### src/rtl/ofdm_tx_cp_inserter.sv
// OFDM transmit cyclic-prefix inserter: ping-pong buffers IFFT symbols and
// replays each as CP tail + full body, one sample per external rate strobe.
module ofdm_tx_cp_inserter #(
    parameter int sample_bit_width_g = 12,
    parameter int symbol_length_g    = 64,
    parameter int cp_length_g        = 16
) (
    input  logic                          sys_clk,
    input  logic                          sys_rstn,
    input  logic                          sys_init,
    input  logic [sample_bit_width_g-1:0] tx_symbol_i,
    input  logic [sample_bit_width_g-1:0] tx_symbol_q,
    input  logic                          tx_symbol_valid,
    output logic                          tx_symbol_ready,
    input  logic                          tx_data_strobe,
    output logic [sample_bit_width_g-1:0] tx_data_i,
    output logic [sample_bit_width_g-1:0] tx_data_q,
    output logic                          tx_data_valid,
    output logic                          tx_frame_start,
    output logic                          tx_underflow
);

    localparam int W  = sample_bit_width_g;
    localparam int N  = symbol_length_g;
    localparam int AW = $clog2(N);

    localparam logic [AW-1:0] CP_START_A  = AW'(N - cp_length_g);
    // Wraps to 0 when the CP is a single sample, which is exactly the BODY start.
    localparam logic [AW-1:0] CP_SECOND_A = AW'(N - cp_length_g + 1);
    localparam logic [AW-1:0] LAST_A      = AW'(N - 1);
    localparam logic [AW-1:0] ONE_A       = AW'(1);
    localparam logic [AW-1:0] ZERO_A      = AW'(0);

    typedef enum logic [1:0] {
        RD_IDLE = 2'd0,
        RD_CP   = 2'd1,
        RD_BODY = 2'd2
    } rd_state_t;

    logic [2*W-1:0] mem_q [2*N];

    rd_state_t      state_q, state_d;
    logic [1:0]     full_q, full_d;
    logic           wr_bank_q, wr_bank_d;
    logic [AW-1:0]  wr_idx_q, wr_idx_d;
    logic           rd_bank_q, rd_bank_d;
    logic [AW-1:0]  rd_idx_q, rd_idx_d;
    logic           streaming_q, streaming_d;
    logic           ready_q, ready_d;
    logic [W-1:0]   data_i_q, data_i_d;
    logic [W-1:0]   data_q_q, data_q_d;
    logic           valid_q, valid_d;
    logic           frame_start_q, frame_start_d;
    logic           underflow_q, underflow_d;

    logic           wr_en_s;
    logic [AW-1:0]  rd_addr_s;
    logic [2*W-1:0] rd_word_s;

    assign rd_addr_s = (state_q == RD_IDLE) ? CP_START_A : rd_idx_q;
    assign rd_word_s = mem_q[{rd_bank_q, rd_addr_s}];

    // Sample RAM write port (no reset: contents are qualified by the full flags).
    always_ff @(posedge sys_clk) begin
        if (wr_en_s) begin
            mem_q[{wr_bank_q, wr_idx_q}] <= {tx_symbol_i, tx_symbol_q};
        end
    end

    // Next-state logic for write side, read sequencer and output registers.
    always_comb begin
        state_d       = state_q;
        full_d        = full_q;
        wr_bank_d     = wr_bank_q;
        wr_idx_d      = wr_idx_q;
        rd_bank_d     = rd_bank_q;
        rd_idx_d      = rd_idx_q;
        streaming_d   = streaming_q;
        data_i_d      = data_i_q;
        data_q_d      = data_q_q;
        valid_d       = 1'b0;
        frame_start_d = 1'b0;
        underflow_d   = 1'b0;
        wr_en_s       = 1'b0;

        if (tx_data_strobe) begin
            valid_d = 1'b1;
            case (state_q)
                RD_IDLE: begin
                    if (full_q[rd_bank_q]) begin
                        {data_i_d, data_q_d} = rd_word_s;
                        frame_start_d        = 1'b1;
                        streaming_d          = 1'b1;
                        rd_idx_d             = CP_SECOND_A;
                        state_d              = (CP_START_A == LAST_A) ? RD_BODY : RD_CP;
                    end else begin
                        data_i_d    = {W{1'b0}};
                        data_q_d    = {W{1'b0}};
                        underflow_d = streaming_q;
                    end
                end
                RD_CP: begin
                    {data_i_d, data_q_d} = rd_word_s;
                    frame_start_d        = (rd_idx_q == CP_START_A);
                    if (rd_idx_q == LAST_A) begin
                        rd_idx_d = ZERO_A;
                        state_d  = RD_BODY;
                    end else begin
                        rd_idx_d = rd_idx_q + ONE_A;
                    end
                end
                RD_BODY: begin
                    {data_i_d, data_q_d} = rd_word_s;
                    if (rd_idx_q == LAST_A) begin
                        full_d[rd_bank_q] = 1'b0;
                        rd_bank_d         = ~rd_bank_q;
                        // Back-to-back symbols skip IDLE so the CP follows with no gap.
                        if (full_q[~rd_bank_q]) begin
                            rd_idx_d = CP_START_A;
                            state_d  = RD_CP;
                        end else begin
                            rd_idx_d = ZERO_A;
                            state_d  = RD_IDLE;
                        end
                    end else begin
                        rd_idx_d = rd_idx_q + ONE_A;
                    end
                end
                default: begin
                    valid_d = 1'b0;
                    state_d = RD_IDLE;
                end
            endcase
        end else begin
            valid_d = 1'b0;
        end

        if (tx_symbol_valid && ready_q) begin
            wr_en_s = 1'b1;
            if (wr_idx_q == LAST_A) begin
                full_d[wr_bank_q] = 1'b1;
                wr_idx_d          = ZERO_A;
                wr_bank_d         = ~wr_bank_q;
            end else begin
                wr_idx_d = wr_idx_q + ONE_A;
            end
        end else begin
            wr_en_s = 1'b0;
        end

        ready_d = ~full_d[wr_bank_d];

        if (sys_init) begin
            state_d       = RD_IDLE;
            full_d        = 2'b00;
            wr_bank_d     = 1'b0;
            wr_idx_d      = ZERO_A;
            rd_bank_d     = 1'b0;
            rd_idx_d      = ZERO_A;
            streaming_d   = 1'b0;
            ready_d       = 1'b1;
            data_i_d      = {W{1'b0}};
            data_q_d      = {W{1'b0}};
            valid_d       = 1'b0;
            frame_start_d = 1'b0;
            underflow_d   = 1'b0;
            wr_en_s       = 1'b0;
        end else begin
            streaming_d = streaming_d;
        end
    end

    // State and output registers.
    always_ff @(posedge sys_clk or negedge sys_rstn) begin
        if (!sys_rstn) begin
            state_q       <= RD_IDLE;
            full_q        <= 2'b00;
            wr_bank_q     <= 1'b0;
            wr_idx_q      <= ZERO_A;
            rd_bank_q     <= 1'b0;
            rd_idx_q      <= ZERO_A;
            streaming_q   <= 1'b0;
            ready_q       <= 1'b1;
            data_i_q      <= {W{1'b0}};
            data_q_q      <= {W{1'b0}};
            valid_q       <= 1'b0;
            frame_start_q <= 1'b0;
            underflow_q   <= 1'b0;
        end else begin
            state_q       <= state_d;
            full_q        <= full_d;
            wr_bank_q     <= wr_bank_d;
            wr_idx_q      <= wr_idx_d;
            rd_bank_q     <= rd_bank_d;
            rd_idx_q      <= rd_idx_d;
            streaming_q   <= streaming_d;
            ready_q       <= ready_d;
            data_i_q      <= data_i_d;
            data_q_q      <= data_q_d;
            valid_q       <= valid_d;
            frame_start_q <= frame_start_d;
            underflow_q   <= underflow_d;
        end
    end

    assign tx_symbol_ready = ready_q;
    assign tx_data_i       = data_i_q;
    assign tx_data_q       = data_q_q;
    assign tx_data_valid   = valid_q;
    assign tx_frame_start  = frame_start_q;
    assign tx_underflow    = underflow_q;

endmodule

### config.mk
export PLATFORM = sky130hd
export DESIGN_NAME = ofdm_tx_cp_inserter
export DESIGN_NICKNAME = d
export VERILOG_FILES = /design/src/rtl/ofdm_tx_cp_inserter.sv
export SDC_FILE = /design/constraint.sdc
export NUM_CORES = 2
export LEC_CHECK = 0
export CELL_PAD_IN_SITES_DETAIL_PLACEMENT = 0
export CELL_PAD_IN_SITES_GLOBAL_PLACEMENT = 1
export CORE_AREA = 2 2 474 594
export DETAILED_ROUTE_END_ITERATION = 8
export DIE_AREA = 0 0 476 596
export HOLD_SLACK_MARGIN = 0.03
export PLACE_DENSITY_LB_ADDON = 0.1
export SETUP_SLACK_MARGIN = 0.4
export SYNTH_ARGS = -nofsm -noshare
export SYNTH_HDL_FRONTEND = slang
export SYNTH_SLANG_ARGS = --single-unit
### constraint.sdc
create_clock -name sys_clk -period 3.6 [get_ports sys_clk]
set_input_delay 0.9 -clock sys_clk [delete_from_list [all_inputs] [get_ports sys_clk]]
set_output_delay 0.9 -clock sys_clk [all_outputs]
set_load 0.005 [all_outputs]
; Word-level counts from Yosys, hierarchy flattened
; Memory sizes are Yosys's and may differ from the RTL's.
; Cells that the tools add are included.
[word_totals]
ramBits = 3072
mem_count = 1
reg_bits = 47
out_inout_bits = 28
[mem_list]
columns = name, words, width, read_ports, rd_ports_with_merged_regs, wr, line_no
row1 = mem_q, 128, 24, 1, 0, 1, 40  ; logic [2*W-1:0] mem_q [2*N];
[op_classes]
n_addsub = 2
mux = 69
n_eq_ne = 8
bitwise_logic = 6
n_lt_le_gt_ge = 6
n_reduce_logical = 19
[op_table]
columns = op, n
row1 = 12-bit 2-to-1 mux, 6
row2 = 6-bit 2-to-1 mux, 10
row3 = 12-bit case mux with 2 select lines, 2
row4 = 1-bit 2-to-1 mux, 35
row5 = 2-bit 2-to-1 mux, 11
row6 = "6-bit equality test, second input constant", 3
row7 = 6-bit case mux with 3 select lines, 1
row8 = "6-bit by 1-bit adder with 6-bit output, second input constant", 2
row9 = 2-bit nonzero test, 6
row10 = 3-bit AND reduction, 3
row11 = "1-bit by 2-bit less-than comparator with 1-bit output, second input constant", 4
row12 = "3-bit != test, second input constant", 2
row13 = 2-bit case mux with 3 select lines, 1
row14 = 4-bit AND reduction, 1
row15 = 4-bit nonzero test, 1
row16 = 1-bit logical AND, 3
row17 = "3-bit by 2-bit != test with 1-bit output, second input constant", 1
row18 = 1-bit NOT, 3
row19 = 3-bit nonzero test, 1
row20 = 3-bit OR reduction, 1
row21 = 2-bit bitwise AND, 1
row22 = 1-bit demux with 1-bit select, 2
row23 = "2-bit by 1-bit equality test with 1-bit output, second input constant", 1
row24 = "2-bit equality test, second input constant", 1
row25 = other kinds (7), 8

; Depth between registers and ports, before layout
[logic_depth]
word_depth = 16
mapped_depth = 15

; Least setup slack after synthesis
; OpenSTA, ideal clock, no wires.
[synth_timing]
path_type = input to register
start = input tx_symbol_valid
end = memory mem_q[127][0] (netlist name) (enable)
arrival_ns = 2.871
stages = 5
path_slack_ns = 0.324
path_cell_list = nand2_1 nor3b_1 nand3_1 clkbuf_1 nor2_1
[synth_via]
elab_chain_cells = 5
[synth_rtl]
columns = element, line_no
row1 = start: declaration, 13  ; input logic tx_symbol_valid,
row2 = 1-bit logical AND, 138  ; if (tx_symbol_valid && ready_q) begin
row3 = 1-bit 2-to-1 mux, 138
row4 = 1-bit 2-to-1 mux, 153  ; if (sys_init) begin
row5 = 1-bit 2-to-1 mux, 65  ; if (wr_en_s) begin
row6 = 1-bit 2-to-1 mux (implied by the code), 66  ; mem_q[{wr_bank_q, wr_idx_q}] <= {tx_symbol_i, tx_symbol_q};
row7 = end: declaration, 40
; Every way passes these cells.

; Final worst setup path
[layout_timing]
start = register rd_idx_q[0]
end = register data_i_q[0] (netlist: tx_data_i[0])
[layout_via]
elab_chain_cells = 6
[layout_rtl]
columns = element, line_no
row1 = start: declaration, 47  ; logic [AW-1:0] rd_idx_q, rd_idx_d;
row2 = start signal: assignment, 195  ; rd_idx_q <= rd_idx_d;
row3 = 6-bit 2-to-1 mux (*), 60  ; assign rd_addr_s = (state_q == RD_IDLE) ? CP_START_A : rd_idx_q;
row4 = memory 128 x 24 bit (*), --
row5 = 12-bit 2-to-1 mux, 90  ; if (full_q[rd_bank_q]) begin
row6 = 12-bit case mux with 2 select lines (*), 88  ; case (state_q)
row7 = 12-bit 2-to-1 mux (*), 86  ; if (tx_data_strobe) begin
row8 = 12-bit 2-to-1 mux (*), 153
row9 = end signal: assignment, 184  ; data_i_q <= {W{1'b0}};
row10 = end signal: assignment, 198  ; data_i_q <= data_i_d;
row11 = end: declaration, 50  ; logic [W-1:0] data_i_q, data_i_d;
; Mark *: on every way between the ends. The rest lies on a longest branch, timed or not. The select of a mux whose other input is x is not followed.
; A chain may end at the register's enable or synchronous reset.

==> metrics.yaml <==
slew_viol_final: 0
status: "finished, final reports clean"
io-pin-count: 57
yosysSeqAreaShare_pct: 76.6
max-cap-violations: 0
path_max_fanout: 98
cts_root_buf: "clkbuf_16"
finalSetupTns_ns: 0
wirelength_um: 445000
die-area_sq_um: 284000
vias: 73400
cts_tree: "done"
synth_area_leaders: "edfxtp_1 76%, mux2i_1 5.6%, mux4_2 3.4%"
regToRegSetupSlack_ns: 0.25
grt_util_met1_pct: 41.4
skew_ns: 0.0595
hold_viol_final: 0
syn_to_final_growth_pct: 20.8
synth-xor-area-share_pct: 0.0359
grt_max_degree: 129
gr-total-overflow: 0
rows: 217
placedInstanceArea_sq_um: 134000
die_x_um: 476
synth_compound_area_share_pct: 7.25
cts_inserted_buffers: 317
core_region_area_sq_um: 278000
hp-class: "in -> async"
place_inst: 11100
final_antenna_net_count: 0
start_util_pct: 43.8
grt_usage_pct: 30.9
synth_top_family_by_area: "multiplexers"
async_flop_share_pct: 1.51
startpoint_type: "flop"
synth_simple_gate_area_share_pct: 4.34
drive_above_1_share_pct: 23.5
ys_ff_latch: 3119
synth_top_area_share_pct: 75.6
clock-sinks: 3119
ys_warn_count: 0
yosys.area_share.adder_pct: 0.0820
drc_errors: 0
synth_edf_count: 3072
dr.pass1.iters: 6
p_leak_nw: 47.5
avgSynthCellArea_sq_um: 17.4
stdcell_area_sq_um: 147000
grt_pass1_wl_um: 600000
fin_crit_ns: 3.35
hpwl_um: 271000
path_clk_slew_ns: 0.06
crit_type: "reg -> reg"
totalPowerFinal_mw: 92.9
via_per_inst: 6.21
synth_top_flop_cell: "edfxtp_1"
maxSlewHeadroom_pct: 5.57
hold_slack_ns: 0.256
synth_cells: 7024
synth_common_cells: "3072 x edfxtp_1, 687 x mux2i_1, 645 x nand2_1, 205 x nor2_1, 194 x a21oi_1"
antenna_found_initial: 32
synth_area_leader_cell: "edfxtp_1"
cp-end-kind: "flop"
synth.most_common_cell: "edfxtp_1"
busiest_layer: "met2"
fin_crit_sh_pct: 93.0
cts_max_level: 5
setup_violations: 0
crit_arrival_ns: 4.12
synthMuxAreaShare_pct: 9.68
initialDrtViolationCount: 9320
worst_ir_drop_vdd_mv: 0.563
power_density_nw_per_um2: 630
met3_usage_pct: 4.60
clk_latency_ns: 0.93
synth_fp_nets: 7061
clock_tree.buffer_depth: 4
rsz0062_at_grt: "true"
grtUsageMet2_pct: 50.0
die-height_um: 596
gp_congestion: 0.911
grt_pass1_vias: 70900
critPathRequiredTime_ns: 4.37
fmax_mhz: 299
fin_nets: 7863
ys_types: 78
stdcell_count: 11800
syn_area_sq_um: 122000
portBuffers: 56
worst_pin_slew_ns: 1.42
routedWlPerCell_um: 37.6
==> layout make-up <==
cell class | count | area (sq um)
Fill cell | 22500 | 131000
Sequential cell | 3119 | 93400
Multi-Input combinational cell | 3437 | 27600
Timing Repair Buffer | 940 | 11600
Clock buffer | 402 | 8440
Tap cell | 3723 | 4660
Clock inverter | 169 | 1590
Antenna cell | 20 | 50.0
Inverter | 11 | 46.3
==> worst max-delay path: stages (launching register included) <==
cell	delay, ns
dfrtp_4	0.43
buf_12	0.20
buf_16	0.40
mux4_2	0.62
mux2i_1	0.23
buf_4	0.19
o221ai_1	0.21
a311oi_4	0.48
buf_4	0.19
a311oi_1	0.04
==> per-layer routing <==
metal | part of all wire, % | vias up
li1 | - | 30000
met1 | 39 | 39100
met2 | 48 | 3559
met3 | 7.5 | 739
met4 | 5.3 | 10
met5 | 0.016 | -
==> repair_timing <==
action	in CTS	in global routing
setup buffers	66	24
resized for setup	181	78
hold buffers	0	0
setup endpoints to repair	26	24
pin swaps	31	25
cloned	17	8
==> logic make-up (layout without fill, tap and decap cells) <==
logic type / after synthesis / in the layout
mux: 941 / 941
buf+inv: 468 / 1522
xor+xnor: 5 / 5
other cells: 0 / 20
flops: 3119 / 3119
simple gates: 1213 / 1213
compound gates: 1270 / 1270
fa+ha+maj: 8 / 8
==> registers in the layout, indices dropped and copies added, names as in the netlist, 2 cells and up <==
register / cells
mem_q: 3072
tx_data_i: 12
tx_data_q: 12
rd_idx_q: 6
wr_idx_q: 6
full_q: 2
state_q: 2
==> through the flow <==
step,utilization [%],setup slack (ns)
finish,53.0,0.251
global route,52.9,0.227
CTS,52.7,0.282
detailed placement,48.3,-0.945
global placement,48.3,-1.29
floorplan,-,0.324
==> placed cells by master (no fill, tap or decap), drive strengths merged, types with 124 or more instances in the layout <==
cell type	Yosys	layout
clkinv	2	132
nand3	124	124
a221oi	145	145
nor2	207	207
o21ai	152	152
mux4	183	183
mux2i	687	687
a21oi	194	194
nand2	645	645
clkbuf	149	411
buf	308	886
edfxtp	3072	3072
o22ai	175	175
==> power by group <==
| part | switching [mW] | total [mW] | internal (mW) |
|---|---|---|---|
| registers | 0.395 | 40.4 | 40.0 |
| logic | 12.1 | 19.9 | 7.89 |
| clock network | 14.1 | 32.6 | 18.5 |
| total | 26.5 | 92.9 | 66.4 |
==> final timing paths <==
kind                       depth (start not counted)                       end                    start
max                                                9  tx_data_i[0]$_DFFE_PN0P_  rd_idx_q[0]$_DFFE_PN0P_
min                                                1  tx_data_i[4]$_DFFE_PN0P_                 sys_rstn
max reg2reg                                        9  tx_data_i[0]$_DFFE_PN0P_  rd_idx_q[0]$_DFFE_PN0P_
min reg2reg                                        2   streaming_q$_DFFE_PN0P_  streaming_q$_DFFE_PN0P_
max in group asynchronous                          1   rd_idx_q[2]$_DFFE_PN0P_                 sys_rstn
min in group sys_clk                               1   mem_q[55][18]$_DFFE_PP_           tx_symbol_i[6]
No activity file was read; power rests on OpenSTA's default activity.
